`config.mk`:
```
export PLATFORM = sky130hd
export DESIGN_NAME = instruction_fetch_unit
export DESIGN_NICKNAME = d
export VERILOG_FILES = /design/src/rtl/fetch_pkg.sv /design/src/rtl/instruction_fetch_unit_if_id_reg.sv /design/src/rtl/instruction_fetch_unit.sv
export SDC_FILE = /design/constraint.sdc
export NUM_CORES = 1
export LEC_CHECK = 0
export ABC_AREA = 1
export CAP_MARGIN = 10
export CORE_ASPECT_RATIO = 2
export CORE_MARGIN = 4
export CORE_UTILIZATION = 55
export CTS_BUF_LIST = sky130_fd_sc_hd__clkbuf_8 sky130_fd_sc_hd__clkbuf_16
export DETAILED_ROUTE_END_ITERATION = 8
export GPL_TIMING_DRIVEN = 0
export PLACE_DENSITY = 0.82
export SYNTH_ARGS = -nofsm -noshare
export SYNTH_HDL_FRONTEND = slang
export SYNTH_SLANG_ARGS = --single-unit
```
`constraint.sdc`:
```
create_clock -name clk -period 3.7 [get_ports clk]
set_input_delay 0.74 -clock clk [delete_from_list [all_inputs] [get_ports clk]]
set_output_delay 0.74 -clock clk [all_outputs]
set_load 0.03 [all_outputs]
```
`src/rtl/fetch_pkg.sv`:
```
`default_nettype none
// fetch_pkg: fetch-stage state type and shared constants (rev 1.0).
package fetch_pkg;

  typedef enum logic [1:0] {
    IDLE  = 2'd0,
    FETCH = 2'd1,
    HOLD  = 2'd2,
    DROP  = 2'd3
  } fetch_state_e;

  // ARM MOV r0,r0 used as the pipeline bubble
  localparam logic [31:0] DEFAULT_NOP_INSTR = 32'hE1A00000;
  localparam int unsigned PC_INC            = 4;

endpackage
`default_nettype wire

```
`src/rtl/instruction_fetch_unit_if_id_reg.sv`:
```
`default_nettype none
// if_id_reg: IF/ID pipeline register; flush beats load beats hold (rev 1.0).
module if_id_reg
  import fetch_pkg::*;
#(
  parameter int                 ADDR_W       = 32,
  parameter int                 INSTR_W      = 32,
  parameter logic [INSTR_W-1:0] BUBBLE_INSTR = INSTR_W'(DEFAULT_NOP_INSTR)
) (
  input  logic               clk,
  input  logic               rst,
  input  logic               flush_i,
  input  logic               load_i,
  input  logic [ADDR_W-1:0]  pc_i,
  input  logic [INSTR_W-1:0] instr_i,
  output logic [ADDR_W-1:0]  pc_o,
  output logic [INSTR_W-1:0] instr_o,
  output logic               valid_o
);

  logic [ADDR_W-1:0]  pc_q,    pc_d;
  logic [INSTR_W-1:0] instr_q, instr_d;
  logic               valid_q, valid_d;

  always_comb begin
    pc_d    = pc_q;
    instr_d = instr_q;
    valid_d = valid_q;
    if (flush_i) begin
      pc_d    = '0;
      instr_d = BUBBLE_INSTR;
      valid_d = 1'b0;
    end else if (load_i) begin
      pc_d    = pc_i;
      instr_d = instr_i;
      valid_d = 1'b1;
    end
  end

  always_ff @(posedge clk or negedge rst) begin
    if (!rst) begin
      pc_q    <= '0;
      instr_q <= BUBBLE_INSTR;
      valid_q <= 1'b0;
    end else begin
      pc_q    <= pc_d;
      instr_q <= instr_d;
      valid_q <= valid_d;
    end
  end

  assign pc_o    = pc_q;
  assign instr_o = instr_q;
  assign valid_o = valid_q;

endmodule
`default_nettype wire

```
`src/rtl/instruction_fetch_unit.sv`:
```
`default_nettype none
// instruction_fetch_unit: IF stage with req/ack imem port, hold buffer and
// post-branch stale-response discard, feeding the IF/ID register (rev 1.0).
module instruction_fetch_unit
  import fetch_pkg::*;
#(
  parameter int                 ADDR_W    = 32,
  parameter int                 INSTR_W   = 32,
  parameter logic [ADDR_W-1:0]  RESET_PC  = '0,
  parameter logic [INSTR_W-1:0] NOP_INSTR = INSTR_W'(DEFAULT_NOP_INSTR)
) (
  input  logic               clk,
  input  logic               rst,
  input  logic               freeze,
  input  logic               branchTaken,
  input  logic [ADDR_W-1:0]  branchAddr,
  output logic               imemReq,
  output logic [ADDR_W-1:0]  imemAddr,
  input  logic               imemAck,
  input  logic [INSTR_W-1:0] imemData,
  output logic [ADDR_W-1:0]  pc_ID,
  output logic [INSTR_W-1:0] instruction_ID,
  output logic               valid_ID
);

  localparam logic [ADDR_W-1:0] PC_STEP = ADDR_W'(PC_INC);

  fetch_state_e       state_q,     state_d;
  logic [ADDR_W-1:0]  pc_q,        pc_d;
  logic [ADDR_W-1:0]  req_addr_q,  req_addr_d;
  logic [ADDR_W-1:0]  buf_pc_q,    buf_pc_d;
  logic [INSTR_W-1:0] buf_instr_q, buf_instr_d;

  logic               ifid_flush;
  logic               ifid_load;
  logic [ADDR_W-1:0]  ifid_pc;
  logic [INSTR_W-1:0] ifid_instr;
  logic [ADDR_W-1:0]  req_next;

  assign imemReq  = (state_q == FETCH) || (state_q == DROP);
  assign imemAddr = req_addr_q;
  assign req_next = req_addr_q + PC_STEP;

  always_comb begin
    state_d     = state_q;
    pc_d        = pc_q;
    req_addr_d  = req_addr_q;
    buf_pc_d    = buf_pc_q;
    buf_instr_d = buf_instr_q;
    ifid_flush  = 1'b0;
    ifid_load   = 1'b0;
    ifid_pc     = req_next;
    ifid_instr  = imemData;

    if (branchTaken) begin
      pc_d       = branchAddr;
      ifid_flush = 1'b1;
      // An unanswered request must still complete on the bus; its data is dropped.
      if (imemReq && !imemAck) begin
        state_d = DROP;
      end else begin
        req_addr_d = branchAddr;
        state_d    = FETCH;
      end
    end else begin
      case (state_q)
        IDLE: begin
          req_addr_d = pc_q;
          state_d    = FETCH;
        end
        FETCH: begin
          if (imemAck) begin
            pc_d = req_next;
            if (freeze) begin
              buf_pc_d    = req_next;
              buf_instr_d = imemData;
              state_d     = HOLD;
            end else begin
              ifid_load  = 1'b1;
              req_addr_d = req_next;
            end
          end else if (!freeze) begin
            ifid_flush = 1'b1;
          end
        end
        HOLD: begin
          if (!freeze) begin
            ifid_load  = 1'b1;
            ifid_pc    = buf_pc_q;
            ifid_instr = buf_instr_q;
            req_addr_d = pc_q;
            state_d    = FETCH;
          end
        end
        DROP: begin
          ifid_flush = !freeze;
          if (imemAck) begin
            req_addr_d = pc_q;
            state_d    = FETCH;
          end
        end
        default: state_d = IDLE;
      endcase
    end
  end

  always_ff @(posedge clk or negedge rst) begin
    if (!rst) begin
      state_q     <= IDLE;
      pc_q        <= RESET_PC;
      req_addr_q  <= RESET_PC;
      buf_pc_q    <= '0;
      buf_instr_q <= NOP_INSTR;
    end else begin
      state_q     <= state_d;
      pc_q        <= pc_d;
      req_addr_q  <= req_addr_d;
      buf_pc_q    <= buf_pc_d;
      buf_instr_q <= buf_instr_d;
    end
  end

  if_id_reg #(
    .ADDR_W      (ADDR_W),
    .INSTR_W     (INSTR_W),
    .BUBBLE_INSTR(NOP_INSTR)
  ) u_if_id_reg (
    .clk    (clk),
    .rst    (rst),
    .flush_i(ifid_flush),
    .load_i (ifid_load),
    .pc_i   (ifid_pc),
    .instr_i(ifid_instr),
    .pc_o   (pc_ID),
    .instr_o(instruction_ID),
    .valid_o(valid_ID)
  );

endmodule
`default_nettype wire

```
; Word-level counts from Yosys, hierarchy flattened
; Index checks and enable logic that the tools add are counted.
[word_totals]
in_bits = 69
register_bits = 195
elab_cells = 67
output_inout_bits = 98
[op_classes]
n_reduce_logical = 12
mux = 36
eq_ne = 9
n_bitwise = 1
addsub = 1
[ops]
columns = cell, count
row1 = $mux W32, 19
row2 = $pmux W32 S4, 1
row3 = $add A32 B3 Y32 const B, 1
row4 = $ne A3 B3 Y1 const B, 5
row5 = $mux W2, 6
row6 = $pmux W2 S4, 1
row7 = $mux W1, 7
row8 = $reduce_bool A2 Y1, 3
row9 = $reduce_and A5 Y1, 1
row10 = $eq A2 B2 Y1 const B, 2
row11 = $pmux W1 S2, 2
row12 = $reduce_and A4 Y1, 1
row13 = $reduce_and A3 Y1, 1
row14 = $eq A2 B1 Y1 const B, 1
row15 = $logic_not A1 Y1, 2
row16 = $logic_not A2 Y1, 1
row17 = $ne A2 B2 Y1 const B, 1
row18 = $reduce_and A2 Y1, 1
row19 = $logic_and A1 B1 Y1, 1
row20 = $logic_or A1 B1 Y1, 1
row21 = $not A1 Y1, 1

; Longest topological paths before layout
; Gate-level depths: netlist of run 1.
[logic_depth]
depth_word = 6
depth_mapped = 12
mapped_depth_nobuf = 12

; By module
; Synthesis of run 1 repeated with hierarchy kept, for this count alone.
[unflattened]
cells_unflattened = 1508
area_unflattened_um2 = 10699.0
[by_module_without_submodules]
columns = mod, instances, area_each_um2, seq_area_each_um2, cells_each
row1 = instruction_fetch_unit, 1, 8136.6, 3260.6, 1227
row2 = if_id_reg, 1, 2562.5, 1634.1, 281

; Least setup slack after synthesis of run 1
; No wires, ideal clock.
[synth_path]
kind = register to register
start = register state_q[0]
end = register u_if_id_reg.pc_q[21], in the netlist u_if_id_reg.pc_o[21]
synth_period_minus_slack_ns = 1.937
setup_time_ns = 0.065
required_time_ns = 3.635
path_stages_with_launch = 11
t_arrival_ns = 1.872
n_path_buf = 2
setup_slack_ns = 1.763
path_cell_list = dfrtp_1 -> ha_1 -> inv_2 -> nand2_1 -> o211ai_1 -> nand2_1 -> nor2_2 -> buf_2 -> buf_2 -> nand2_1 -> nand2_1
[synth_between]
elab_chain_cells = 5
elab_cells_between_ends = 12
classes_between = eq/ne (3) / mux (8) / reduce/logical (1)
[synth_rtl]
columns = item, line
row1 = "start, declared", instruction_fetch_unit.sv:28  ; fetch_state_e state_q, state_d;
row2 = "start signal, assigned", instruction_fetch_unit.sv:115  ; state_q <= state_d;
row3 = $eq A2 B2 Y1, instruction_fetch_unit.sv:66  ; case (state_q)
row4 = $mux W32, instruction_fetch_unit.sv:66
row5 = $mux W32, instruction_fetch_unit.sv:55  ; if (branchTaken) begin
row6 = $mux W32, instruction_fetch_unit_if_id_reg.sv:33  ; end else if (load_i) begin
row7 = $mux W32, instruction_fetch_unit_if_id_reg.sv:29  ; if (flush_i) begin
row8 = "end signal, assigned", instruction_fetch_unit_if_id_reg.sv:46  ; pc_q <= pc_d;
row9 = "end, declared", instruction_fetch_unit_if_id_reg.sv:21  ; logic [ADDR_W-1:0] pc_q, pc_d;
; Parallel ways exist; a longest one is shown, timed or not. The select of a mux whose other input is x is not followed.
; A chain may end at the register's enable or synchronous reset.

; Worst setup path after layout of run 1
[layout_path]
start = register state_q[1]
end = output imemReq
[layout_between]
elab_chain_cells = 2
elab_cells_between_ends = 3
classes_between = eq/ne (2) / reduce/logical (1)
[layout_rtl]
columns = item, line
row1 = $eq A2 B1 Y1 / $eq A2 B2 Y1 (equally long branches), instruction_fetch_unit.sv:40  ; assign imemReq = (state_q == FETCH) || (state_q == DROP);
row2 = $logic_or A1 B1 Y1 *, instruction_fetch_unit.sv:40
row3 = "end, declared", instruction_fetch_unit.sv:17  ; output logic imemReq,
; Mark *: on every way between the ends. The rest lies on a longest branch, timed or not.

==> impl_table.tex, run 1 <==
\begin{tabular}{lr}
\hline
Metric & Value \\
\hline
\multicolumn{2}{l}{\textbf{Outcome}} \\
\quad Outcome & finished clean \\
\multicolumn{2}{l}{\textbf{Power and ir drop}} \\
\quad Worst ir drop on vdd & 0.000454 V \\
\quad Pwr dens & 720 nW/um\^{}2 \\
\quad Leak pwr & 5.98 nW \\
\quad Switching Fraction & 45.0\% \\
\quad Gate power share & 44.2\% \\
\quad Switching power summed over all nets & 4.15 mW \\
\quad Cell internal power dissipation & 5.07 mW \\
\quad Share of total power in sequential cells & 36.3\% \\
\quad Clk pwr share & 19.5\% \\
\multicolumn{2}{l}{\textbf{Yosys}} \\
\quad Most common cell in the synthesized netlist & nand2\_1 \\
\quad Cell taking the most area after synthesis & dfrtp\_1 \\
\quad Number of distinct library cells after synthesis & 32 \\
\quad Number of enable flip-flop cells after synthesis & 0 \\
\quad Warning count from the yosys run & 0 \\
\quad Synthesis-stage register bit count & 195 \\
\quad Number of standard cells after synthesis & 1373 \\
\quad Cells taking the most area after synthesis & dfrtp\_1, nand2\_1, o21ai\_0, inv\_1, nor2\_1 \\
\quad Post-synth net total & 1446 \\
\quad Syn avg cell area & 7.49 sq um \\
\quad Share of async-settable or async-resettable flops after synthesis & 100\% \\
\quad Post-synth top area share & 44.5\% \\
\quad Fraction of the yosys area taken by sequential cells & 47.6\% \\
\quad Main flop type after synthesis & dfrtp\_1 \\
\quad Netlist area before placement & 10300 sq um \\
\quad Top cells by count, synth & nand2\_1, dfrtp\_1, o21ai\_0, inv\_1, nor2\_1 \\
\multicolumn{2}{l}{\textbf{Worst setup path}} \\
\quad Kind of critical path & register to output port \\
\quad Maximum fanout along the worst path & 5 \\
\quad Cell family contributing the most delay on the critical path & buffers and inverters \\
\quad Critical path launch point type & register \\
\quad Worst-path cell with the longest stage delay & clkdlybuf4s50\_1 \\
\quad Endpoint arrival time on the critical path & 2.08 ns \\
\quad Worst EP required & 2.96 ns \\
\quad List of cells traversed by the critical path & inv\_1 -> ha\_1 -> inv\_2 -> nand2\_1 -> clkdlybuf4s50\_1 \\
\quad Endpoint class of the critical path & output port \\
\quad Reg-to-reg setup timing slack & 0.94 ns \\
\quad Max stage delay on crit path & 0.72 ns \\
\quad Buffer and inverter count on the worst path & 3 \\
\multicolumn{2}{l}{\textbf{Routing}} \\
\quad Number of antenna-violating nets in the routed design & 0 \\
\quad Number of violations reported at the end of detailed-routing iteration 0 & 675 \\
\quad WL per Instance & 20.6 um \\
\quad DRT Pass-1 Iters & 7 \\
\quad DR DRC count & 0 \\
\quad Total via count in the routed design & 10.4k \\
\quad Total Routed Length & 36900 um \\
\quad Via count normalized by instance count & 5.83 \\
\multicolumn{2}{l}{\textbf{STA}} \\
\quad Number of endpoints with negative hold slack in the final report & 0 \\
\quad Shortest period the worst path allows & 2.82 ns \\
\quad Peak Freq & 0.354 GHz \\
\quad Final critical-path share of the clock period & 76.3\% \\
\quad Final Max Slew Viols & 0 \\
\quad Post-route setup TNS & 0 ns \\
\quad Slew margin rel. & 37.1\% \\
\quad Worst setup skew after layout & 0.00879 ns \\
\quad Endpoints failing setup & 0 \\
\quad Least-Margin Pin Slew & 0.938 ns \\
\quad Setup repair after global routing missed its margin & false \\
\multicolumn{2}{l}{\textbf{Floorplanning}} \\
\quad Die Span Y & 201 um \\
\quad Starting utilization of the core area & 56.2\% \\
\quad Die Outline Area & 21100 sq um \\
\quad Top-Level Pins & 167 \\
\quad Number of standard-cell rows in the floorplan & 70 \\
\quad Standard cell core area & 18300 sq um \\
\quad Die X-Extent & 105 um \\
\multicolumn{2}{l}{\textbf{Cells and area}} \\
\quad Fraction of the core area covered by cells at the end of the flow & 69.9\% \\
\quad Share of final-layout standard cells stronger than drive strength 1 & 5.92\% \\
\quad Diode count & 0 \\
\quad Growth of design area from synthesis to finish & 24.5\% \\
\quad Post-route cell area & 12800 sq um \\
\quad Fillcell total & 1541 \\
\quad \# nets final & 1632 \\
\multicolumn{2}{l}{\textbf{GRT}} \\
\quad Initial antenna violation count & 0 \\
\quad Total routing resource utilization after global routing & 35.6\% \\
\quad Global-route wire length before repair & 57200 um \\
\quad Vias in the first global route & 10.8k \\
\quad Pin count of the biggest net entering global routing & 125 \\
\quad GRT Residual Overflow & 0 \\
\multicolumn{2}{l}{\textbf{Clock network}} \\
\quad Inserted Clock Buffers & 17 \\
\quad Cts-stage hold buffer count & 0 \\
\quad \# resized after CTS & 0 \\
\quad CTS tree & built \\
\quad Clock sink count & 195 \\
\quad Clk buf depth & 2 \\
\quad Clock latency at the later pin of the worst-skew pair & 0.45 ns \\
\quad Clock Root Buffer & clkbuf\_16 \\
\quad Clock slew seen by the registers of the worst setup and hold paths & 0.07 ns \\
\quad Number of H-tree levels & 4 \\
\quad Number of setup buffers added after CTS & 0 \\
\multicolumn{2}{l}{\textbf{Worst hold path}} \\
\quad Class of the tightest hold or removal check & primary input to asynchronous set/reset pin \\
\multicolumn{2}{l}{\textbf{Placement}} \\
\quad GP Congestion & 1.02 \\
\quad Final HPWL from detailed placement & 28400 um \\
\quad Count of buffers from port buffering & 166 \\
\quad Area after detailed placement & 12200 sq um \\
\multicolumn{2}{l}{\textbf{Flow run}} \\
\quad Maxcap violations & 0 \\
\hline
\end{tabular}
## cells in the final DEF (no fill, tap or decap), types with 27 or more instances in the layout
cell,netlist,final
inv_1,126,128
o21ai_1,42,42
nor2_1,89,89
dfrtp_1,183,183
o21ai_0,143,143
nand3_1,54,54
clkbuf_1,42,42
clkdlybuf4s50_1,0,165
mux2i_1,27,27
nand2_1,491,491
## power groups by stage
stage | Combinational [mW] | Clock, mW | Sequential [mW]
after CTS | 4.02 | 1.80 | 3.33
after global placement | 3.92 | 0 | 3.36
after floorplan | 2.04 | 0 | 3.63
after global routing | 4.41 | 1.90 | 3.41
after detailed placement | 3.99 | 0 | 3.36
final | 4.07 | 1.80 | 3.35
## stage by stage
| step | hold WS [ns] | power (mW) | std cells | setup slack, ns |
|---|---|---|---|---|
| CTS | 0.276 | 9.15 | 1788 | 0.880 |
| global placement | 0.460 | 7.28 | 1755 | -6.25 |
| floorplan | 0.444 | 5.68 | 1373 | 1.76 |
| detailed placement | 0.465 | 7.36 | 1756 | 0.689 |
| global route | 0.295 | 9.72 | 1788 | 0.807 |
| finish | 0.255 | 9.22 | 1788 | 0.876 |
## cells by family after synthesis
group | synth area share (%)
and+or+nand+nor | 25.6
AOI/OAI and AO/OA | 15.1
buffers and inverters | 7.91
DFF | 47.6
muxes | 2.63
xor gates and xnor gates | 0.682
adders and majority gates | 0.487
## path summary, 6_finish.rpt
kind	depth (start not counted)	start	end
setup / recovery	5	state_q[1]$_DFFE_PN0P_	imemReq
hold / removal	1	rst	buf_instr_q[7]$_DFFE_PN0P_
setup reg to reg	10	state_q[0]$_DFFE_PN0P_	u_if_id_reg.pc_o[16]$_DFFE_PN0P_
hold reg to reg	2	u_if_id_reg.pc_o[27]$_DFFE_PN0P_	u_if_id_reg.pc_o[27]$_DFFE_PN0P_
max in group asynchronous	2	rst	buf_pc_q[30]$_DFFE_PN0P_
min in group clk	2	u_if_id_reg.pc_o[27]$_DFFE_PN0P_	u_if_id_reg.pc_o[27]$_DFFE_PN0P_
## registers in the layout, indices dropped and copies added (netlist names)
name and count:
buf_instr_q 32, buf_pc_q 32, imemAddr 32, pc_q 32
state_q 2, u_if_id_reg.instr_o 32, u_if_id_reg.pc_o 32, u_if_id_reg.valid_o 1
## final cells by class
class                   instances  area [sq um]  area share (%)
inverters                     135           507            3.96
clock inverters                14           115           0.899
well taps                     216           270            2.11
multi-input cells             974          4570            35.7
repair buffers                167          1690            13.2
plain buffers                  69           307            2.40
flip-flops and latches        195          4890            38.2
clock buffers                  18           439            3.43
## worst register-to-register path: cells and delay by family (launching register included)
family,cells,cell delay (ns)
AND/OR/NAND/NOR,4,0.59
flip-flops,1,0.40
adder cells (fa/ha/maj),1,0.27
buffers and inverters,5,1.38
## layer usage
layer,vias to the layer above,global-route usage (%),wire (um)
met5,-,0,0
met1,4946,34.9,11900
met4,0,32.3,3770
met2,517,62.5,19000
li1,4787,-,-
met3,166,6.20,2170
Note: power is estimated with default switching activity, not from simulation.
==> inputs of run 2 (changes only) <==
- CORE_UTILIZATION: 55 -> 54
- PLACE_DENSITY: 0.82 -> 0.81
- clock period: 3.7 -> 2.9 ns (I/O delays scaled with it)
==> impl_table.tex, run 2 (same netlist as run 1, synthesis figures left out) <==
\begin{tabular}{lr}
\hline
Metric & Value \\
\hline
\multicolumn{2}{l}{\textbf{Outcome}} \\
\quad Outcome & finished clean (unchanged) \\
\multicolumn{2}{l}{\textbf{Worst setup path}} \\
\quad Endpoint arrival time on the critical path & 3.06 ns (was 2.08 ns) \\
\quad Critical R2R Launch & state\_q[0]\$\_DFFE\_PN0P\_ (unchanged) \\
\quad Worst EP required & 3.23 ns (was 2.96 ns) \\
\quad Endpoint class of the critical path & register (was output port) \\
\quad Maximum fanout along the worst path & 10 (was 5) \\
\quad Source of the critical timing path & state\_q[0]\$\_DFFE\_PN0P\_ (was state\_q[1]\$\_DFFE\_PN0P\_) \\
\quad Critical path launch point type & register (unchanged) \\
\quad Kind of critical path & register to register (was register to output port) \\
\multicolumn{2}{l}{\textbf{Power and ir drop}} \\
\quad Leak pwr & 5.99 nW (was 5.98 nW) \\
\quad Gate power share & 43.4\% (was 44.2\%) \\
\quad Switching power summed over all nets & 5.38 mW (was 4.15 mW) \\
\quad Clk pwr share & 20.9\% (was 19.5\%) \\
\quad Worst ir drop on vdd & 0.000570 V (was 0.000454 V) \\
\quad Switching Fraction & 45.0\% (about the same) \\
\quad Share of total power in sequential cells & 35.6\% (was 36.3\%) \\
\quad Pwr dens & 927 nW/um\^{}2 (was 720 nW/um\^{}2) \\
\quad Cell internal power dissipation & 6.59 mW (was 5.07 mW) \\
\quad Overall power of the completed layout & 12.0 mW (was 9.22 mW) \\
\multicolumn{2}{l}{\textbf{Cells and area}} \\
\quad Fillcell total & 1587 (was 1541) \\
\quad Share of final-layout standard cells stronger than drive strength 1 & 6.11\% (was 5.92\%) \\
\quad Non-filler instance count after layout & 1827 (was 1788) \\
\quad Post-route cell area & 12900 sq um (was 12800 sq um) \\
\quad Growth of design area from synthesis to finish & 25.5\% (was 24.5\%) \\
\quad Diode count & 0 (unchanged) \\
\quad Most frequent cells in the layout & nand2\_1, dfrtp\_1, clkdlybuf4s50\_1 (unchanged) \\
\quad Commonest non-fill, non-tap cell in the layout & nand2\_1 (unchanged) \\
\quad \# nets final & 1632 (unchanged) \\
\multicolumn{2}{l}{\textbf{STA}} \\
\quad Final Max Slew Viols & 0 (unchanged) \\
\quad Number of endpoints with negative hold slack in the final report & 0 (unchanged) \\
\quad Setup repair after global routing missed its margin & false (unchanged) \\
\quad Peak Freq & 0.366 GHz \\
\quad Slew margin rel. & 45.4\% (was 37.1\%) \\
\quad Endpoints failing setup & 0 (unchanged) \\
\quad Shortest period the worst path allows & 2.73 ns \\
\quad Final critical-path share of the clock period & 94.1\% \\
\quad Least-Margin Pin Slew & 0.819 ns (was 0.938 ns) \\
\quad Worst setup skew after layout & 0.0113 ns (was 0.00879 ns) \\
\multicolumn{2}{l}{\textbf{Clock network}} \\
\quad Number of H-tree levels & 4 (unchanged) \\
\quad Clock sink count & 195 (unchanged) \\
\quad Inserted Clock Buffers & 17 (unchanged) \\
\quad Clock latency at the later pin of the worst-skew pair & 0.45 ns (about the same) \\
\quad Clk buf depth & 2 (unchanged) \\
\quad \# resized after CTS & 0 (unchanged) \\
\quad Clock slew seen by the registers of the worst setup and hold paths & 0.08 ns (was 0.07 ns) \\
\quad Clock Root Buffer & clkbuf\_16 (unchanged) \\
\quad Cts-stage hold buffer count & 0 (unchanged) \\
\quad Number of setup buffers added after CTS & 0 (unchanged) \\
\quad CTS tree & built (unchanged) \\
\multicolumn{2}{l}{\textbf{GRT}} \\
\quad Vias in the first global route & 10.9k (was 10.8k) \\
\quad Pin count of the biggest net entering global routing & 110 (was 125) \\
\quad Total routing resource utilization after global routing & 35.3\% (was 35.6\%) \\
\quad GRT Residual Overflow & 0 (unchanged) \\
\quad Initial antenna violation count & 0 (unchanged) \\
\quad Global-route wire length before repair & 57500 um (was 57200 um) \\
\multicolumn{2}{l}{\textbf{Worst hold path}} \\
\quad Class of the tightest hold or removal check & primary input to asynchronous set/reset pin (unchanged) \\
\multicolumn{2}{l}{\textbf{Floorplanning}} \\
\quad Die Outline Area & 21400 sq um (was 21100 sq um) \\
\quad Die X-Extent & 106 um (was 105 um) \\
\quad Die Span Y & 203 um (was 201 um) \\
\quad Number of standard-cell rows in the floorplan & 71 (was 70) \\
\quad Standard cell core area & 18700 sq um (was 18300 sq um) \\
\quad Starting utilization of the core area & 54.8\% (was 56.2\%) \\
\quad Top-Level Pins & 167 (unchanged) \\
\multicolumn{2}{l}{\textbf{Routing}} \\
\quad Number of violations reported at the end of detailed-routing iteration 0 & 751 (was 675) \\
\quad DR DRC count & 0 (unchanged) \\
\quad WL per Instance & 20.1 um (was 20.6 um) \\
\quad DRT Pass-1 Iters & 7 (unchanged) \\
\quad Via count normalized by instance count & 5.66 (was 5.83) \\
\quad Total via count in the routed design & 10.3k (was 10.4k) \\
\quad Total Routed Length & 36800 um (was 36900 um) \\
\quad Number of antenna-violating nets in the routed design & 0 (unchanged) \\
\multicolumn{2}{l}{\textbf{Flow run}} \\
\quad Maxcap violations & 0 (unchanged) \\
\multicolumn{2}{l}{\textbf{Placement}} \\
\quad Number of placed instances, taps included & 1795 (was 1756) \\
\quad Final HPWL from detailed placement & 28300 um (was 28400 um) \\
\quad GP Congestion & 0.963 (was 1.02) \\
\quad Count of buffers from port buffering & 166 (unchanged) \\
\quad Area after detailed placement & 12300 sq um (was 12200 sq um) \\
\hline
\end{tabular}
run 2: cell types whose count changed in the layout (fill, tap and decap cells not counted):
cell	before	now
clkinv_4	4	0
inv_6	1	4
clkinv_2	3	1
clkinvlp_4	2	4
inv_1	128	126
inv_8	0	2
bufinv_16	1	2
clkinv_1	3	2
clkinv_8	0	1
run 2: through the flow:
stage / utilization, % / hold slack [ns] / setup slack [ns] / TNS (ns)
floorplan: - / 0.284 / 0.963 / 0
global placement: 65.4 / 0.459 / -7.04 / -1339.08
detailed placement: 65.6 / 0.464 / 0.0795 / 0
CTS: 68.8 / 0.154 / 0.222 / 0
global route: 68.8 / 0.167 / 0.134 / 0
finish: 68.8 / 0.116 / 0.171 / 0
run 2: final timing paths:
kind                                                    end  slack [ns]  depth (start not counted)
setup / recovery           u_if_id_reg.pc_o[16]$_DFFE_PN0P_        0.17                         10
hold / removal             u_if_id_reg.pc_o[30]$_DFFE_PN0P_        0.12                          1
setup reg to reg           u_if_id_reg.pc_o[16]$_DFFE_PN0P_        0.17                         10
hold reg to reg            u_if_id_reg.pc_o[27]$_DFFE_PN0P_        0.48                          2
max in group asynchronous           buf_pc_q[7]$_DFFE_PN0P_        1.76                          2
min in group clk           u_if_id_reg.pc_o[27]$_DFFE_PN0P_        0.48                          2
run 2: layout make-up:
class	count	area, sq um	share of cell area, %
multi-input combinational	974	4570	35.4
clock inverter	14	169	1.31
buffer	69	307	2.38
clock buffer	18	439	3.40
timing repair buffer	167	1690	13.1
inverter	135	507	3.93
sequential	195	4890	37.9
tap	255	319	2.47
run 2: power by group through the flow:
stage	registers, mW	clock network [mW]	logic, mW
detailed placement	4.29	0	5.10
global placement	4.27	0	5.00
global route	4.34	2.61	5.67
finish	4.26	2.50	5.20
CTS	4.25	2.51	5.14
floorplan	4.63	0	2.61
run 2: critical path: stages, from the launching register on:
cell and delay (ns):
dfrtp_1 0.42, inv_1 0.06, ha_1 0.27, inv_2 0.27, nor2_2 0.14, inv_2 0.07, clkbuf_1 0.59, buf_2 0.39
nand2_1 0.14, nand3_1 0.18, nand2_1 0.07
run 2: routing by layer:
layer | global-route usage [%] | share of wire [%]
met1 | 35.0 | 33
met2 | 62.3 | 51
met3 | 5.82 | 5.4
met4 | 31.3 | 11
met5 | 0 | 0
==> inputs of run 3 (changes only) <==
- PLACE_DENSITY: 0.81 -> 0.88
==> impl_table.tex, run 3 (same netlist as run 1, synthesis figures left out) <==
\begin{tabular}{lr}
\hline
Metric & Value \\
\hline
\multicolumn{2}{l}{\textbf{GRT}} \\
\quad Pin count of the biggest net entering global routing & 101 (was 110) \\
\quad Vias in the first global route & 10.8k (was 10.9k) \\
\quad Global-route wire length before repair & 57700 um (was 57500 um) \\
\quad Total routing resource utilization after global routing & 35.4\% (was 35.3\%) \\
\quad GRT Residual Overflow & 0 (unchanged) \\
\quad Initial antenna violation count & 0 (unchanged) \\
\multicolumn{2}{l}{\textbf{Clock network}} \\
\quad Inserted Clock Buffers & 17 (unchanged) \\
\quad Clock Root Buffer & clkbuf\_16 (unchanged) \\
\quad Clock slew seen by the registers of the worst setup and hold paths & 0.08 ns (about the same) \\
\quad CTS tree & built (unchanged) \\
\quad Number of H-tree levels & 4 (unchanged) \\
\quad Clock latency at the later pin of the worst-skew pair & 0.45 ns (about the same) \\
\quad \# resized after CTS & 0 (unchanged) \\
\quad Clock sink count & 195 (unchanged) \\
\quad Cts-stage hold buffer count & 0 (unchanged) \\
\quad Clk buf depth & 2 (unchanged) \\
\multicolumn{2}{l}{\textbf{Cells and area}} \\
\quad Diode count & 0 (unchanged) \\
\quad Growth of design area from synthesis to finish & 25.1\% (was 25.5\%) \\
\quad Post-route cell area & 12900 sq um (about the same) \\
\quad Most frequent cells in the layout & nand2\_1, dfrtp\_1, clkdlybuf4s50\_1 (unchanged) \\
\quad Fillcell total & 1488 (was 1587) \\
\quad \# nets final & 1631 (was 1632) \\
\quad Share of final-layout standard cells stronger than drive strength 1 & 6.11\% (about the same) \\
\quad Commonest non-fill, non-tap cell in the layout & nand2\_1 (unchanged) \\
\multicolumn{2}{l}{\textbf{Floorplanning}} \\
\quad Starting utilization of the core area & 54.8\% (unchanged) \\
\quad Number of standard-cell rows in the floorplan & 71 (unchanged) \\
\quad Die Span Y & 203 um (unchanged) \\
\quad Die Outline Area & 21400 sq um (unchanged) \\
\quad Standard cell core area & 18700 sq um (unchanged) \\
\quad Top-Level Pins & 167 (unchanged) \\
\quad Die X-Extent & 106 um (unchanged) \\
\multicolumn{2}{l}{\textbf{Worst setup path}} \\
\quad Critical R2R Launch & state\_q[0]\$\_DFFE\_PN0P\_ (unchanged) \\
\quad Kind of critical path & register to output port (was register to register) \\
\quad Crit path capture & imemReq (was u\_if\_id\_reg.pc\_o[16]\$\_DFFE\_PN0P\_) \\
\quad Endpoint arrival time on the critical path & 2.09 ns (was 3.06 ns) \\
\quad Critical path launch point type & register (unchanged) \\
\quad Source of the critical timing path & state\_q[1]\$\_DFFE\_PN0P\_ (was state\_q[0]\$\_DFFE\_PN0P\_) \\
\quad Endpoint class of the critical path & output port (was register) \\
\quad Maximum fanout along the worst path & 5 (was 10) \\
\quad Worst R2R End & u\_if\_id\_reg.pc\_o[25]\$\_DFFE\_PN0P\_ (was u\_if\_id\_reg.pc\_o[16]\$\_DFFE\_PN0P\_) \\
\quad Worst reg2reg path depth & 11 (was 10) \\
\quad Worst EP required & 2.32 ns (was 3.23 ns) \\
\quad Reg-to-reg setup timing slack & 0.31 ns (was 0.17 ns) \\
\multicolumn{2}{l}{\textbf{Routing}} \\
\quad WL per Instance & 20.4 um (was 20.1 um) \\
\quad DRT Pass-1 Iters & 5 (was 7) \\
\quad Total Routed Length & 37300 um (was 36800 um) \\
\quad Total via count in the routed design & 10.6k (was 10.3k) \\
\quad Number of violations reported at the end of detailed-routing iteration 0 & 876 (was 751) \\
\quad Via count normalized by instance count & 5.79 (was 5.66) \\
\quad Number of antenna-violating nets in the routed design & 0 (unchanged) \\
\quad DR DRC count & 0 (unchanged) \\
\multicolumn{2}{l}{\textbf{Placement}} \\
\quad GP Congestion & 1.05 (was 0.963) \\
\quad Count of buffers from port buffering & 166 (unchanged) \\
\quad Area after detailed placement & 12300 sq um (unchanged) \\
\quad Final HPWL from detailed placement & 27900 um (was 28300 um) \\
\multicolumn{2}{l}{\textbf{Outcome}} \\
\quad Outcome & finished clean (unchanged) \\
\multicolumn{2}{l}{\textbf{STA}} \\
\quad Worst setup skew after layout & 0.0154 ns (was 0.0113 ns) \\
\quad Shortest period the worst path allows & 2.67 ns (was 2.73 ns) \\
\quad Final critical-path share of the clock period & 92.2\% (was 94.1\%) \\
\quad Setup repair after global routing missed its margin & false (unchanged) \\
\quad Least-Margin Pin Slew & 0.811 ns (was 0.819 ns) \\
\quad Peak Freq & 0.374 GHz (was 0.366 GHz) \\
\quad Final Max Slew Viols & 0 (unchanged) \\
\quad Slew margin rel. & 45.9\% (was 45.4\%) \\
\quad Number of endpoints with negative hold slack in the final report & 0 (unchanged) \\
\quad Endpoints failing setup & 0 (unchanged) \\
\multicolumn{2}{l}{\textbf{Power and ir drop}} \\
\quad Leak pwr & 5.98 nW (was 5.99 nW) \\
\quad Clk pwr share & 19.8\% (was 20.9\%) \\
\quad Pwr dens & 923 nW/um\^{}2 (was 927 nW/um\^{}2) \\
\quad Switching Fraction & 45.8\% (was 45.0\%) \\
\quad Cell internal power dissipation & 6.43 mW (was 6.59 mW) \\
\quad Share of total power in sequential cells & 36.1\% (was 35.6\%) \\
\quad Gate power share & 44.2\% (was 43.4\%) \\
\quad Worst ir drop on vdd & 0.000472 V (was 0.000570 V) \\
\quad Overall power of the completed layout & 11.9 mW (was 12.0 mW) \\
\quad Switching power summed over all nets & 5.44 mW (was 5.38 mW) \\
\multicolumn{2}{l}{\textbf{Worst hold path}} \\
\quad Class of the tightest hold or removal check & primary input to asynchronous set/reset pin (unchanged) \\
\multicolumn{2}{l}{\textbf{Flow run}} \\
\quad Maxcap violations & 0 (unchanged) \\
\hline
\end{tabular}
-- run 3: changes by cell type in the layout (fill, tap and decap cells not counted) --
cell | before | now
clkinv_4 | 0 | 3
bufinv_16 | 2 | 0
clkbuf_1 | 42 | 41
clkbuf_8 | 1 | 2
clkinvlp_4 | 4 | 3
inv_6 | 4 | 3
-- run 3: per-layer routing --
metal	share of wire, %	GRT usage (%)
met1	32	35.3
met2	51	60.9
met3	7.2	6.52
met4	10	32.4
met5	0	0
-- run 3: worst max-delay path, cell delays in order, from the launching register on --
cell and delay (ns):
dfrtp_1 0.41, inv_1 0.08, ha_1 0.21, inv_2 0.08, nand2_1 0.14, clkdlybuf4s50_1 0.72
-- run 3: worst min-delay path by stage --
| stage | end | slack [ns] | depth (start not counted) |
|---|---|---|---|
| 2_1_floorplan | buf_instr_q[0]$_DFFE_PN0P_ | 0.28 | 0 |
| 3_3_place_gp | buf_pc_q[27]$_DFFE_PN0P_ | 0.46 | 2 |
| 3_5_place_dp | u_if_id_reg.pc_o[25]$_DFFE_PN0P_ | 0.46 | 2 |
| 4_1_cts | u_if_id_reg.instr_o[8]$_DFFE_PN0P_ | 0.20 | 1 |
| 5_1_grt | u_if_id_reg.instr_o[5]$_DFFE_PN0P_ | 0.20 | 1 |
| 6_report | u_if_id_reg.instr_o[5]$_DFFE_PN0P_ | 0.12 | 1 |
-- run 3: timing repair --
| item | 4_1_cts | 5_1_grt |
|---|---|---|
| buffers inserted | 0 | 0 |
| hold endpoints to repair | 0 | 0 |
| endpoints found under the setup margin | 0 | 1 |
-- run 3: power groups by stage --
stage	registers, mW	logic, mW	clock network [mW]
6_report	4.28	5.24	2.35
5_1_grt	4.35	5.68	2.45
4_1_cts	4.25	5.13	2.34
3_5_place_dp	4.29	5.08	0
3_3_place_gp	4.27	4.96	0
2_1_floorplan	4.63	2.61	0
-- run 3: cell type report --
type / instances / area [sq um] / share of cell area (%)
clock inverter: 13 / 119 / 0.924
clock buffer: 19 / 453 / 3.52
buffer: 68 / 303 / 2.35
multi-input combinational: 974 / 4570 / 35.5
timing repair buffer: 167 / 1690 / 13.2
inverter: 135 / 507 / 3.94
sequential: 195 / 4890 / 38.1
tap: 255 / 319 / 2.48
-- run 3: per-stage QoR --
step	hold WS [ns]	util, %	setup TNS (ns)	cells	setup WS [ns]
floorplan	0.284	-	0	1373	0.963
global placement	0.461	65.4	-1313.09	1794	-6.92
detailed placement	0.464	65.6	0	1795	0.0519
CTS	0.197	68.6	0	1827	0.236
global route	0.197	68.6	0	1826	0.171
finish	0.124	68.6	0	1826	0.227
==> variant 1, RTL diff (settings of run 3) <==
`ADDR_W` is set to 32 in 2 places; all go to 28.
--- a/src/rtl/instruction_fetch_unit_if_id_reg.sv
+++ b/src/rtl/instruction_fetch_unit_if_id_reg.sv
@@ -3,7 +3,7 @@
 module if_id_reg
   import fetch_pkg::*;
 #(
-  parameter int                 ADDR_W       = 32,
+  parameter int                 ADDR_W       = 28,
   parameter int                 INSTR_W      = 32,
   parameter logic [INSTR_W-1:0] BUBBLE_INSTR = INSTR_W'(DEFAULT_NOP_INSTR)
 ) (
--- a/src/rtl/instruction_fetch_unit.sv
+++ b/src/rtl/instruction_fetch_unit.sv
@@ -4,7 +4,7 @@
 module instruction_fetch_unit
   import fetch_pkg::*;
 #(
-  parameter int                 ADDR_W    = 32,
+  parameter int                 ADDR_W    = 28,
   parameter int                 INSTR_W   = 32,
   parameter logic [ADDR_W-1:0]  RESET_PC  = '0,
   parameter logic [INSTR_W-1:0] NOP_INSTR = INSTR_W'(DEFAULT_NOP_INSTR)
Interface: changed (resized branchAddr, imemAddr and pc_ID); port bits go from 167 to 155. The function was not compared with the original's and may differ.
==> variant 1 against run 3 <==
  * Area after synthesis fell by 9.0%
  * Hold slack improved by 2.9 ps
  * Setup slack lost 65 ps
  * Utilization increased by 1.0 points
  * Die area is 8.5% lower
  * Non-clock buffer count decreased by 20
  * Clock power is 3% higher
  * Sequential cell count decreased by 16
  * Design area is 8.3% lower
  * Power shrank 8.3%
  * Register-to-register slack better by 30 ps
  * Routed wire length down 15%
  * Sequential power fell by 9.6%
  * Critical path type unchanged
  * Largest power group unchanged
==> variant 1: results (changes against run 3) <==
metric	value	unit	change
drt_iter0_drc	808		was 876
ys_top_cells_by_count	nand2_1 (425), dfrtp_1 (167), o21ai_0 (138)		was nand2_1 (491), dfrtp_1 (183), o21ai_0 (143)
ys_top_cells_by_area	dfrtp_1 (45%), nand2_1 (17%), o21ai_0 (7.4%)		was dfrtp_1 (45%), nand2_1 (18%), o21ai_0 (7.0%)
fin_hold_ws	126.6	ps	was 123.8 ps
m1WireLength	10.81	mm	was 11.81 mm
drive_gt1_frac	0.07326		was 0.06111
multi_input_cells	865		was 974
syn_nets	1289		was 1446
grt_start_max_net_pins	96		was 101
grtUsageMet2	0.5605		was 0.6094
max_stage_delay	680	ps	was 720 ps
firstDrtPassIters	7		was 5
grt_util_met1	0.3506		was 0.3532
io_buffers	153		was 166
arrival	2160	ps	was 2090 ps
inv_count	115		was 135
nets	1462		was 1631
status	finished clean		unchanged
leakage	5.672	nW	was 5.978 nW
bufAreaShareNonClock	0.1568		was 0.1553
clockNetworkAreaShare	0.05158		was 0.04446
r2r_start	imemAddr[2]$_DFFE_PN0P_		was state_q[0]$_DFFE_PN0P_
wl	31.61	mm	was 37.34 mm
grtUsageMet3	0.05402		was 0.06522
p_sw_frac	0.4293		was 0.4581
variant 1: cell types whose count changed in the layout (fill, tap and decap cells not counted), sizes merged, moves of 7 or more:
cell                  run 3  this run
a31oi                    16         7
nand2                   492       428
o21ai                   185       162
clkbuf                   60        51
dfrtp                   183       167
a21boi                    8         0
o211ai                   20        13
nor2                     97        86
clkdlybuf4s50           165       152
inv                     138       119
variant 1: per-stage QoR:
stage	cells	setup TNS (ps)	power [mW]	cell area, sq um
floorplan	1220	0	6.634	9359
global placement	1580	-1075200	8.240	11150
detailed placement	1581	0	8.368	11180
CTS	1613	0	10.81	11790
global route	1613	0	11.47	11790
finish	1613	0	10.89	11790
variant 1: power groups by stage:
stage / Sequential, mW / Clock, mW / Combinational, mW
6_report: 3.87 / 2.43 / 4.59
5_1_grt: 3.94 / 2.52 / 5.01
4_1_cts: 3.85 / 2.42 / 4.54
3_5_place_dp: 3.88 / 0 / 4.48
3_3_place_gp: 3.86 / 0 / 4.38
2_1_floorplan: 4.24 / 0 / 2.39
variant 1: logic make-up (layout without fill, tap and decap cells):
kind of cell | count (synthesis) | after routing | synth area share
muxes | 28 | 28 | 0.02995
adders and majority gates | 4 | 4 | 0.005348
AOI/OAI and AO/OA | 239 | 239 | 0.1480
xor gates and xnor gates | 10 | 10 | 0.009359
DFF | 179 | 179 | 0.4802
and+or+nand+nor | 584 | 584 | 0.2495
buffers and inverters | 176 | 362 | 0.07767
variant 1: final timing paths:
kind,end,cells past startpoint
max,imemReq,5
min,u_if_id_reg.instr_o[19]$_DFFE_PN0P_,1
max reg2reg,u_if_id_reg.pc_o[20]$_DFFE_PN0P_,11
min reg2reg,buf_pc_q[18]$_DFFE_PN0P_,2
max in group asynchronous,pc_q[21]$_DFFE_PN0P_,2
min in group clk,buf_pc_q[18]$_DFFE_PN0P_,2
==> variant 2, RTL diff (flow settings as in run 3) <==
Made on the original files. Reset style: synchronous (`rst`), changed in 2 clocked blocks.
--- a/src/rtl/instruction_fetch_unit_if_id_reg.sv
+++ b/src/rtl/instruction_fetch_unit_if_id_reg.sv
@@ -37,7 +37,7 @@
     end
   end
 
-  always_ff @(posedge clk or negedge rst) begin
+  always_ff @(posedge clk) begin
     if (!rst) begin
       pc_q    <= '0;
       instr_q <= BUBBLE_INSTR;
--- a/src/rtl/instruction_fetch_unit.sv
+++ b/src/rtl/instruction_fetch_unit.sv
@@ -104,7 +104,7 @@
     end
   end
 
-  always_ff @(posedge clk or negedge rst) begin
+  always_ff @(posedge clk) begin
     if (!rst) begin
       state_q     <= IDLE;
       pc_q        <= RESET_PC;
Formal check against the unedited RTL: differs if rst is asserted again (counterexample within 4 cycles, from zero or initial values and one cycle with rst low); with rst held inactive, the same outputs for 4 cycles.
==> variant 2 against run 3 <==
  * Hold slack better by 340 ps
  * Cell count down 2.7%
  * Routed wire length down 6.9%
  * Area after synthesis down 6.6%
  * Setup slack better by 100 ps
  * Global-route usage down 0.47 points
  * Sequential cell count unchanged
  * Register-to-register slack better by 100 ps
  * Design area down 6.0%
  * Sequential share of layout area down 5.8 points
  * Critical path type unchanged
  * Largest cell class is now multi-input gates
  * Highest routed layer unchanged
Power is not compared: it rests on default switching activity, and its combinational part moved more than twofold at a synthesized area within 25%.
==> variant 2: results (changes against run 3) <==
metric	value	unit	change
arrival	1990	ps	was 2090 ps
nets	1626		was 1631
io_buffers	165		was 166
grt_pass1_vias	10674		was 10802
max_stage_delay	680	ps	was 720 ps
drive_gt1_frac	0.07024		was 0.06111
syn_nets	1442		was 1446
grt_pass1_wl	54.40	mm	was 57.67 mm
grt_start_max_net_pins	20		was 101
synth_seq_area_share	0.4064		was 0.4761
synth.distinct_cells	37		was 32
grtUsageTotal	0.3489		was 0.3535
ys_top_cells_by_area	dfxtp_1 (41%), nand2_1 (17%), o21ai_0 (5.5%)		was dfrtp_1 (45%), nand2_1 (18%), o21ai_0 (7.0%)
skew	13.03	ps	was 15.42 ps
crit_fanout	6		was 5
ys_top_cells_by_count	nand2_1 (442), dfxtp_1 (195), o21ai_0 (105)		was nand2_1 (491), dfrtp_1 (183), o21ai_0 (143)
status	finished clean		unchanged
drt_iter0_drc	631		was 876
place_ws	128.3	ps	was 51.93 ps
diodes	0		unchanged
firstDrtPassIters	6		was 5
dp_hpwl	26.62	mm	was 27.94 mm
fillers	1472		was 1488
holdCritPathClass	reg -> reg		was in -> async
drt-wirelength-per-cell	19.58	um	was 20.45 um
vias	10476		was 10571
tightest_slew	829.7	ps	was 811.4 ps
ir_drop	0.0004403	V	
whs_path_depth	2		
gp_congestion	0.9590		was 1.046
synthArstFlopShare	0		was 1.000
r2r_cells	7		was 11
critical_path.top_delay_family	buffers and inverters		unchanged
synth_flop_cell	dfxtp_1		was dfrtp_1
antenna_found_initial	0		unchanged
[variant 2: cell count changes after synthesis, moves of 12 or more]
cell,change
a21oi_1,+75
inv_1,-59
a211oi_1,+32
o21ai_0,-38
dfxtp_1,+195
nand2_1,-49
dfrtp_1,-183
o21ai_1,-40
a22oi_1,-17
a41oi_1,+24
a31oi_1,+21
dfstp_2,-12
[variant 2: per-layer routing]
| metal | vias to the layer above | share of wire | GRT usage |
|---|---|---|---|
| li1 | 4960 | - | - |
| met3 | 148 | 0.061 | 0.05455 |
| met1 | 4831 | 0.34 | 0.3545 |
| met5 | - | 0 | 0 |
| met2 | 537 | 0.53 | 0.6300 |
| met4 | 0 | 0.072 | 0.2404 |
[variant 2: tightest hold or removal path: stages, from the launching register on]
cell	delay (ps)
dfxtp_1	330
nand2_1	50
nand3_1	50
[variant 2: final cells by class]
class / instances / area, sq um / area share
Multi-Input combinational cell: 1008 / 5019 / 0.4151
Sequential cell: 195 / 3904 / 0.3229
Timing Repair Buffer: 165 / 1652 / 0.1366
Clock buffer: 17 / 425.4 / 0.03519
Buffer: 92 / 405.4 / 0.03353
Inverter: 74 / 277.8 / 0.02297
Tap cell: 210 / 262.8 / 0.02173
Clock inverter: 15 / 145.1 / 0.01200
[variant 2: final timing paths]
| kind | startpoint | to | slack [ps] |
|---|---|---|---|
| min reg2reg | buf_instr_q[23]$_SDFFE_PN1P_ | buf_instr_q[23]$_SDFFE_PN1P_ | 460 |
| max reg2reg | imemAddr[2]$_SDFFE_PN0P_ | u_if_id_reg.pc_o[6]$_SDFFE_PP0P_ | 410 |
| max | state_q[1]$_SDFFE_PN0P_ | imemReq | 330 |
| min | buf_instr_q[23]$_SDFFE_PN1P_ | buf_instr_q[23]$_SDFFE_PN1P_ | 460 |
[variant 2: power by group through the flow]
| stage | Clock [mW] | Sequential [mW] | Combinational [mW] |
|---|---|---|---|
| 2_1_floorplan | 0 | 3.15 | 0.696 |
| 3_3_place_gp | 0 | 3.06 | 1.33 |
| 3_5_place_dp | 0 | 3.07 | 1.35 |
| 4_1_cts | 2.31 | 3.01 | 1.36 |
| 5_1_grt | 2.41 | 3.03 | 1.49 |
| 6_report | 2.32 | 3.02 | 1.38 |
[variant 2: metrics by stage]
stage	hold WS (ps)	cells	area, sq um
after floorplan	429.2	1369	9605
after global placement	438.5	1744	11520
after detailed placement	445.8	1744	11520
after CTS	464.8	1776	12090
after global routing	479.4	1776	12090
final	462.5	1776	12090
[variant 2: cells by family after synthesis]
logic type,count (synthesis),share of synthesized area
compound gates,333,0.2080
mux,29,0.03022
flops,195,0.4064
xor+xnor,11,0.01238
fa+ha+maj,4,0.005211
simple gates,631,0.2666
buf+inv,166,0.07112
